`src/rtl/fan_tach_monitor.sv`:
```
// Fan tachometer monitor: gated edge count -> rpm, speed level,
// stall flag, and a settle/monitor/fault check against fan_speed.
module fan_tach_monitor #(
   parameter int GATE_CYCLES      = 1000,
   parameter int RPM_PER_PULSE    = 30,
   parameter int SETTLE_WINDOWS   = 2,
   parameter int MISMATCH_WINDOWS = 3
) (
   input  logic        clk,
   input  logic        rst,
   input  logic [1:0]  fan_speed,
   input  logic        tach,
   output logic [11:0] rpm_meas,
   output logic [1:0]  meas_speed,
   output logic        meas_valid,
   output logic        stall,
   output logic        fault
);
   localparam int GW = $clog2(GATE_CYCLES);
   localparam int SW = $clog2(SETTLE_WINDOWS + 1);
   localparam int MW = $clog2(MISMATCH_WINDOWS + 1);

   localparam logic [GW-1:0] GATE_LAST   = GW'(GATE_CYCLES - 1);
   localparam logic [SW-1:0] SETTLE_INIT = SW'(SETTLE_WINDOWS);
   localparam logic [SW-1:0] SETTLE_ONE  = SW'(1);
   localparam logic [MW-1:0] MISM_LAST   = MW'(MISMATCH_WINDOWS - 1);

   typedef enum logic [1:0] {
      SETTLE,
      MONITOR,
      FAULT
   } state_t;

   state_t          state;
   logic [2:0]      sync_q;
   logic [GW-1:0]   gate_cnt;
   logic [7:0]      edge_cnt;
   logic [7:0]      cnt_fin;
   logic [1:0]      cmd_q;
   logic [SW-1:0]   settle_cnt;
   logic [MW-1:0]   mism_cnt;
   logic            tach_edge;
   logic            win_end;
   logic            cmd_chg;
   logic            lvl_miss;
   logic [31:0]     rpm_raw;
   logic [11:0]     rpm_next;
   logic [1:0]      lvl_next;

   // sync_q[1:0] is the synchronizer, sync_q[2] the edge-detect history
   assign tach_edge = sync_q[1] & ~sync_q[2];
   assign win_end   = (gate_cnt == GATE_LAST);
   assign cnt_fin   = (edge_cnt == 8'd255) ? 8'd255
                    : edge_cnt + {7'd0, tach_edge};
   assign rpm_raw   = 32'(cnt_fin) * 32'(RPM_PER_PULSE);
   assign rpm_next  = (rpm_raw > 32'd4095) ? 12'd4095
                    : rpm_raw[11:0];
   assign cmd_chg   = (fan_speed != cmd_q);
   assign lvl_miss  = (lvl_next != cmd_q);

   always_comb begin
      lvl_next = 2'd3;
      unique case (1'b1)
         (rpm_next < 12'd500):
            lvl_next = 2'd0;
         (rpm_next >= 12'd500 && rpm_next < 12'd1500):
            lvl_next = 2'd1;
         (rpm_next >= 12'd1500 && rpm_next < 12'd2500):
            lvl_next = 2'd2;
         default:
            lvl_next = 2'd3;
      endcase
   end

   always_ff @(posedge clk) begin
      if (rst) begin
         sync_q     <= '0;
         gate_cnt   <= '0;
         edge_cnt   <= '0;
         rpm_meas   <= '0;
         meas_speed <= '0;
         meas_valid <= 1'b0;
         stall      <= 1'b0;
      end else begin
         sync_q     <= {sync_q[1:0], tach};
         meas_valid <= win_end;
         if (win_end) begin
            gate_cnt   <= '0;
            edge_cnt   <= '0;
            rpm_meas   <= rpm_next;
            meas_speed <= lvl_next;
            stall      <= (cnt_fin == 8'd0);
         end else begin
            gate_cnt <= gate_cnt + 1'b1;
            edge_cnt <= cnt_fin;
         end
      end
   end

   // a command change wins over a coincident window result
   always_ff @(posedge clk) begin
      if (rst) begin
         cmd_q      <= fan_speed;
         state      <= SETTLE;
         settle_cnt <= SETTLE_INIT;
         mism_cnt   <= '0;
         fault      <= 1'b0;
      end else begin
         cmd_q <= fan_speed;
         if (cmd_chg) begin
            state      <= SETTLE;
            settle_cnt <= SETTLE_INIT;
            mism_cnt   <= '0;
            fault      <= 1'b0;
         end else if (win_end) begin
            unique case (state)
               SETTLE: begin
                  settle_cnt <= settle_cnt - 1'b1;
                  if (settle_cnt == SETTLE_ONE)
                     state <= MONITOR;
               end
               MONITOR: begin
                  if (!lvl_miss) begin
                     mism_cnt <= '0;
                  end else if (mism_cnt == MISM_LAST) begin
                     state <= FAULT;
                     fault <= 1'b1;
                  end else begin
                     mism_cnt <= mism_cnt + 1'b1;
                  end
               end
               FAULT: begin
                  if (!lvl_miss) begin
                     state    <= MONITOR;
                     fault    <= 1'b0;
                     mism_cnt <= '0;
                  end
               end
               default: state <= SETTLE;
            endcase
         end
      end
   end

endmodule

```
`config.mk`:
```
export PLATFORM = sky130hd
export DESIGN_NAME = fan_tach_monitor
export DESIGN_NICKNAME = d
export VERILOG_FILES = /design/src/rtl/fan_tach_monitor.sv
export SDC_FILE = /design/constraint.sdc
export NUM_CORES = 1
export LEC_CHECK = 0
export ABC_AREA = 1
export BUFFER_PORTS_ARGS = -buffer_cell sky130_fd_sc_hd__buf_2
export CAP_MARGIN = 40
export CORE_AREA = 2 2 74 76
export CTS_CLUSTER_DIAMETER = 60
export DETAILED_ROUTE_END_ITERATION = 6
export DIE_AREA = 0 0 76 78
export GPL_TIMING_DRIVEN = 0
export PLACE_DENSITY = 0.89
export SLEW_MARGIN = 30
export SYNTH_ARGS = -nofsm -noshare
export SYNTH_HDL_FRONTEND = slang
export SYNTH_SLANG_ARGS = --single-unit
```
`constraint.sdc`:
```
create_clock -name clk -period 10.3 [get_ports clk]
set_input_delay 2.06 -clock clk [delete_from_list [all_inputs] [get_ports clk]]
set_output_delay 2.06 -clock clk [all_outputs]
set_load 0.02 [all_outputs]
```
==> run metrics <==
clk slew on worst S/H paths around 0.09 ns; Max-slew headroom 44.45%; Pre-antenna DRT Iters 4; Filler cells ~420; Die Ht 78 um; Hold Crit Class reg2reg; Buf+Inv Stages, Crit Path 6; hold_sp sync_q[0]; placed cell area roughly 3400 sq um; buffers added on ports 21; final setup vio count 0; 1st-iter DRT viols between 100 and 150; Seq/Total Area, Yosys 29.09%; Routed WL per cell 11.86 um; Pwr Density 89.09 nW/um^2; met3 track demand over resource between 2 and 2.5%; number of cell rows 26; Post-synth top flop dfxtp_1; Detail Route Antenna Nets 0; PostCTS Resize Cnt 0; Worst-Skew Late Latency ~0.30 ns; vias per cell 5.171; Final Cell Area about 3500 sq um; Async SR Flop Fraction 0%; reg-to-reg setup timing slack 4.96 ns; CTS buffer count 5; Syn Inst Count 445; Max rail drop VDD 0.04394 mV; status complete, no violations; Critical Path Start Type flip-flop; fin util 68.49%; setup TNS 0 ns; Final Hold Fails 0; Area Growth Syn to Fin 9.091%; crit share post-route 51.82%; YS warnings 0; Yosys cell types 35; Clock H-tree levels 2; overall routed net length ~6500 um; syn nets slightly below 500; Synth Register Bits 46; Final Max Tran Viols 0; Crit Reg-Reg Startpoint sync_q[1]; Slowest cell on crit path fa_1; met1 GRT Util around a quarter; reg2reg path depth 33; worst hold path depth 2; met2 GRT Util 45.00%; fin nets ~520; Post-CTS Hold Buffers 0; largest delay contributor family on the critical path simple AND/OR/NAND/NOR gates; postcts setup bufs 0; Post-route DRC 0; Initial Utilization between 60% and 70%; most common cell after layout, fill and taps aside nand2_1; area of the multi-input gates 1898 sq um; CP Class reg2reg; largest net degree at the start of global routing 14; unrepaired setup endpoints after global routing no; crit path max fanout 6; sequential cell area 920.9 sq um; worst hold path endpoint sync_q[1]; vias post-DR approximately 2.8k; worst stage delay on the critical path 0.55 ns; diode count 0; RR Endpoint state[0]; Max clock buf depth 2; CTS tree yes; global-route wire length before repair approximately 11,000 um; min cycle time layout roughly 5.3 ns; I/O pins 22; Die ar. 5928 sq um; Post-Synthesis Cell Area 3166 sq um; Min Hold Slack 0.4069 ns; clock sink count 46; initial antenna violation count 0; nature of the critical path endpoint flip-flop; Synth Area per Inst 7.114 sq um; CP required 10.50 ns; GR Util All Layers 22.93%; Post-synth EDFFs 0; GR Overflow Total 0; layout cell share with drive strength beyond 1 between 10% and 20%; routability cong. 0.8261; core region area ~5000 sq um; max cap viols 0; CTS Root Cell clkbuf_8; Pwr Total 0.0003077 W; Max Clk Rate between 0.15 and 0.2 GHz; Worst EP arrival between 5 and 6 ns; DP HPWL 5240 um; Setup Skew 0.007577 ns; DIE WIDTH 76 um; busiest grt layer met2; vias in the first global route 2,754; CP dominant cell by count inv_1; Worst Tran Pin Value 0.8256 ns; commonest non-fill, non-tap cells in the layout nand2_1, inv_1, nor2_1; leakage power approximately 1.9 nW
synthesized netlist by cell type (all sizes together), types with 2 or more instances:
master	number	area (sq um)
nor3	8	40.04
fa	13	260.3
nand3b	2	15.01
ha	24	300.3
o21ai	14	70.06
nor4	4	25.02
inv	87	326.6
nand4	6	37.54
a21oi	10	53.80
nand2	103	424.2
xor2	7	61.31
clkinv	2	7.510
dfxtp	46	920.9
nand3	35	205.2
and2	2	12.51
xnor2	4	35.03
nor2	63	256.5
clkbuf	2	7.510
a22o	5	45.04
kinds of logic after synthesis:
| family | Yosys count | share of synthesized area [%] |
|---|---|---|
| and+or+nand+nor | 225 | 32.53 |
| AOI/OAI and AO/OA | 34 | 6.482 |
| adders and majority gates | 37 | 17.71 |
| buffers and inverters | 92 | 11.15 |
| DFF | 46 | 29.09 |
| xor gates and xnor gates | 11 | 3.043 |
layer usage:
layer	part of all wire [%]	vias up
met3	3.0	12
met5	0	-
met1	44	1303
met4	1.9	0
li1	-	1443
met2	51	60
power by group:
part	switching (W)	internal [W]
Clock	0.0000610	0.0000457
Sequential	0.00000118	0.000180
Combinational	0.0000131	0.00000692
Total	0.0000753	0.000232
through the flow:
stage	setup WS, ns	instances
finish	4.963	545
global route	4.412	545
CTS	4.594	543
detailed placement	4.642	536
global placement	4.851	536
floorplan	5.402	445
state kept, by name, summed over array words and instances, names as in the netlist:
register	cells
state	2
stall	1
meas_valid	1
mism_cnt	2
gate_cnt	10
fault	1
sync_q	3
rpm_meas	12
settle_cnt	2
meas_speed	2
edge_cnt	8
cmd_q	2
worst reg2reg max path: cells and delay by family (launching register included):
kind | cells | cell delay (ns)
and+or+nand+nor | 19 | 2.16
adders and majority gates | 5 | 1.79
buffers and inverters | 6 | 0.47
AOI/OAI and AO/OA | 2 | 0.36
DFF | 1 | 0.31
xor gates and xnor gates | 1 | 0.16
how the worst max path moves through the flow:
stage	from	end	slack, ns	cells past startpoint
3_5_place_dp	sync_q[1]	state[0]	4.64	33
5_1_grt	sync_q[1]	state[0]	4.41	32
2_1_floorplan	sync_q[1]	state[0]	5.40	33
4_1_cts	sync_q[1]	state[0]	4.59	33
6_report	sync_q[1]	state[0]	4.96	33
3_3_place_gp	sync_q[1]	state[0]	4.85	33
final cells by class:
type                            count  share of cell area [%]
Inverter                           89                   9.674
Timing Repair Buffer               23                   3.333
Sequential cell                    46                   26.67
Multi-Input combinational cell    307                   54.96
Buffer                              3                  0.5435
Clock buffer                        5                   1.993
Tap cell                           70                   2.536
Clock inverter                      2                  0.2899
Note: power is estimated with default switching activity, not from simulation.
